### config.mk
export PLATFORM = sky130hd
export DESIGN_NAME = gpio_in_debounce
export DESIGN_NICKNAME = d
export VERILOG_FILES = /design/src/rtl/gpio_in_debounce.sv
export SDC_FILE = /design/constraint.sdc
export NUM_CORES = 1
export LEC_CHECK = 0
export BUFFER_PORTS_ARGS = -buffer_cell sky130_fd_sc_hd__clkbuf_2
export CAP_MARGIN = 10
export CORE_MARGIN = 2
export CORE_UTILIZATION = 50
export DETAILED_ROUTE_END_ITERATION = 10
export GPL_TIMING_DRIVEN = 0
export PLACE_DENSITY = 0.67
export SYNTH_ARGS = -nofsm -noshare
export SYNTH_HDL_FRONTEND = slang
export SYNTH_SLANG_ARGS = --single-unit
### constraint.sdc
create_clock -name clk_i -period 7 [get_ports clk_i]
set_input_delay 0.35 -clock clk_i [delete_from_list [all_inputs] [get_ports clk_i]]
set_output_delay 0.35 -clock clk_i [all_outputs]
set_load 0.02 [all_outputs]
### src/rtl/gpio_in_debounce.sv
// GPIO pad input conditioning: per-bit synchroniser chain followed by a
// stability-counter debouncer, producing a clean level plus rise/fall pulses.
module gpio_in_debounce #(
  parameter int unsigned          GpioCount      = 16,
  parameter int unsigned          SyncStages     = 2,
  parameter int unsigned          DebounceCycles = 500000,
  parameter logic [GpioCount-1:0] ResetValue     = '0
) (
  input  logic                 clk_i,
  input  logic                 rst_ni,
  input  logic [GpioCount-1:0] gpio_raw_i,
  input  logic                 bypass_i,
  output logic [GpioCount-1:0] gpio_o,
  output logic [GpioCount-1:0] rise_o,
  output logic [GpioCount-1:0] fall_o,
  output logic                 change_o
);

  localparam int unsigned    CntW   = (DebounceCycles > 1) ? $clog2(DebounceCycles) : 1;
  localparam logic [CntW-1:0] CntMax = CntW'(DebounceCycles - 1);

  if (SyncStages < 2) begin : g_bad_sync_stages
    $fatal(1, "gpio_in_debounce: SyncStages must be at least 2");
  end
  if (DebounceCycles < 1) begin : g_bad_debounce_cycles
    $fatal(1, "gpio_in_debounce: DebounceCycles must be at least 1");
  end

  logic [GpioCount-1:0] sync_q [SyncStages];
  logic [GpioCount-1:0] sync;
  logic [GpioCount-1:0] stable_q;
  logic [GpioCount-1:0] stable_d;
  logic [CntW-1:0]      cnt_q [GpioCount];
  logic [CntW-1:0]      cnt_d [GpioCount];
  logic [GpioCount-1:0] rise_q;
  logic [GpioCount-1:0] fall_q;
  logic                 change_q;

  // Plain flop chain: no logic between stages so each stage can resolve.
  always_ff @(posedge clk_i or negedge rst_ni) begin
    if (!rst_ni) begin
      for (int s = 0; s < SyncStages; s++) begin
        sync_q[s] <= ResetValue;
      end
    end else begin
      sync_q[0] <= gpio_raw_i;
      for (int s = 1; s < SyncStages; s++) begin
        sync_q[s] <= sync_q[s-1];
      end
    end
  end

  assign sync = sync_q[SyncStages-1];

  // A bit is accepted only after DebounceCycles consecutive mismatching
  // samples; any match (or bypass) drops the partial count.
  always_comb begin
    stable_d = stable_q;
    for (int i = 0; i < GpioCount; i++) begin
      cnt_d[i] = '0;
      if (bypass_i) begin
        stable_d[i] = sync[i];
      end else if (sync[i] != stable_q[i]) begin
        if (cnt_q[i] == CntMax) begin
          stable_d[i] = sync[i];
        end else begin
          cnt_d[i] = cnt_q[i] + CntW'(1);
        end
      end
    end
  end

  always_ff @(posedge clk_i or negedge rst_ni) begin
    if (!rst_ni) begin
      stable_q <= ResetValue;
      rise_q   <= '0;
      fall_q   <= '0;
      change_q <= 1'b0;
      for (int i = 0; i < GpioCount; i++) begin
        cnt_q[i] <= '0;
      end
    end else begin
      stable_q <= stable_d;
      rise_q   <= stable_d & ~stable_q;
      fall_q   <= ~stable_d & stable_q;
      change_q <= |(stable_d ^ stable_q);
      for (int i = 0; i < GpioCount; i++) begin
        cnt_q[i] <= cnt_d[i];
      end
    end
  end

  assign gpio_o   = stable_q;
  assign rise_o   = rise_q;
  assign fall_o   = fall_q;
  assign change_o = change_q;

endmodule

==> flow_summary.json <==
{
  "critical_path_required_ps": 7390,
  "period_needed_ps": 3650,
  "path_cells": "clkbuf_2 > clkbuf_1 > clkbuf_1 > a21oi_1 > mux2_2 > ha_1 > nand4_1 > or4_1",
  "cpPeakStageDelay_ps": 940,
  "power.leakage_nw": 8.49,
  "cts.sinks": 385,
  "path_class": "input pin to flop",
  "cp_num_buf_inv": 3,
  "fin_skew_ps": 9.53,
  "max_cap_violations": 0,
  "worst_pin_slew_ps": 1190,
  "firstDrtPassIters": 5,
  "vias_per_cell": 5.51,
  "wl_per_cell_um": 14.9,
  "cp-end-kind": "flop",
  "synth.area.top_cells": "dfrtp_1 53%, xnor2_1 5.3%, nor2_1 5.0%, xor2_1 4.4%, ha_1 3.3%",
  "netlist.area_leader.share_pct": 52.7,
  "whs_ps": 344,
  "final_layout_size_suffix_gt1_share_pct": 10.6,
  "critical_path.top_delay_family": "buffers and inverters",
  "async_flop_share_pct": 100,
  "fillCellCount": 3189,
  "maxSlewHeadroom_pct": 20.6,
  "overflow": 0,
  "dpl.hpwl_um": 23900,
  "grt_max_degree": 109,
  "start_kind": "input pin",
  "synth.largest_area_cell": "dfrtp_1",
  "fmax_mhz": 274,
  "rows": 70,
  "mostFrequentLayoutCell": "dfrtp_1",
  "track_usage_pct": 19.3,
  "cts_buffer_depth": 3,
  "arrival_ps": 4040,
  "ant_nets": 0,
  "via_count": 13313,
  "io_buffer_count": 67,
  "die_w_um": 195,
  "ys.warnings.count": 0,
  "hold_class": "flop to flop",
  "worstPathMaxFanout": 10,
  "hold_violations": 0,
  "fin_crit_sh_pct": 52.2,
  "diodes": 0,
  "synth_nets": 1853,
  "grt_pass1_vias": 12857,
  "coreArea_um2": 36300,
  "synth_edf_count": 0,
  "synth_area_um2": 18300,
  "drcViolationCount": 0,
  "drv_slew": 0,
  "outcome": "complete, no violations",
  "synthFlopType": "dfrtp_1",
  "layout_common_cells": "385 x dfrtp_1, 243 x nor2_1, 111 x xnor2_1, 105 x nand3_1, 92 x xor2_1",
  "routabilityCongestion": 0.833,
  "cts_root_buf": "clkbuf_16",
  "synth-seq-cells": 385,
  "cts_tree": "done",
  "ys_seq_area_share_pct": 52.7,
  "synth_top_family_by_area": "simple AND/OR/NAND/NOR gates",
  "htreeDepth": 2,
  "slowest_stage": "clkbuf_1",
  "start_util_pct": 50.4,
  "grt_setup_unrepaired": "no",
  "synth.area.mux_share_pct": 1.86,
  "antenna_found_initial": 0,
  "cts_buffers": 43,
  "setup_viol": 0,
  "drt_iter0_markers": 750,
  "postSynthAreaPerCell_um2": 10.2,
  "drt_wl_total_um": 35900,
  "dieArea_um2": 38100,
  "nets": 1985,
  "io_pins": 68,
  "area_growth_pct": 14.5,
  "cp_common_cell": "clkbuf_1",
  "clk_pin_slew_ps": 60,
  "clk_latency_ps": 550,
  "yosysUniqueCellTypes": 52,
  "synth-simple-area-share_pct": 23.0,
  "powerDensity_nw_per_um2": 237,
  "synth_fa_ha_area_share_pct": 3.29,
  "synth_compound_area_share_pct": 6.53,
  "peakVddDrop_mv": 0.146,
  "synth-xor-area-share_pct": 9.73,
  "p_total_mw": 4.95,
  "grt_pass1_wl_um": 61800,
  "die_y_um": 195,
  "post_synth_inst_count": 1786
}
-- what timing repair did --
| item | CTS | global route |
|---|---|---|
| gates resized for setup | 0 | 0 |
| hold buffers | 17 | 0 |
| hold endpoints to repair | 118 | 0 |
| setup buffers | 0 | 0 |
-- metrics by stage --
step                      setup WS (ps)  setup TNS, ps  cells  cell area [um2]  util [%]
after CTS                          3290              0   2416            20900      57.7
final                              3350              0   2416            20900      57.7
after global placement            -3020       -1139870   2321            19200      52.9
after detailed placement           2720              0   2324            19300      53.2
after global routing               3270              0   2416            20900      57.7
after floorplan                    4350              0   1786            18300         -
-- state kept, by name (all words and copies together), names as in the netlist --
signal and flops:
change_o 1, cnt_q 304, fall_o 16, gpio_o 16, rise_o 16, sync 16
sync_q 16
-- synth_stat cells (all sizes together) (46+ instances only) --
master  count
dfrtp     385
nor2      243
xnor2     111
nand3     106
a21oi      92
xor2       92
nand2      88
nand4      80
inv        66
or3        58
o21ai      50
ha         48
or4        46
-- report_power, final --
| part | switching, mW | internal [mW] |
|---|---|---|
| clock network | 0.870 | 1.43 |
| registers | 0.0451 | 2.28 |
| logic | 0.212 | 0.107 |
| total | 1.13 | 3.82 |
-- final timing paths --
check | to | slack [ps] | depth (start not counted) | startpoint
min reg2reg | sync[9] | 340 | 0 | sync_q[25]
max | change_o | 3350 | 8 | bypass_i
max reg2reg | change_o | 3620 | 9 | cnt_q[266]
min | sync[9] | 340 | 0 | sync_q[25]
max in group asynchronous | cnt_q[36] | 5190 | 4 | rst_ni
min in group asynchronous | cnt_q[117] | 470 | 2 | rst_ni
-- cells by family after synthesis --
kind of cell    count (synthesis)
mux                            32
simple gates                  792
compound gates                202
fa+ha+maj                      48
flops                         385
buf+inv                       124
xor+xnor                      203
-- metal layers --
| metal | GRT usage (%) | share of wire [%] | wire length, um |
|---|---|---|---|
| met4 | 5.57 | 2.2 | 808 |
| met1 | 26.9 | 48 | 17100 |
| met3 | 3.70 | 3.9 | 1410 |
| met5 | 0 | 0 | 0 |
| met2 | 31.1 | 46 | 16600 |
-- layout make-up --
class	count	area, um2	area share (%)
tap	468	586	2.80
clock buffer	67	1320	6.31
timing repair buffer	87	597	2.85
multi-input combinational	1277	8110	38.8
inverter	66	248	1.18
clock inverter	8	140	0.670
sequential	385	9630	46.1
buffer	58	277	1.32
Note: power is estimated with default switching activity, not from simulation.
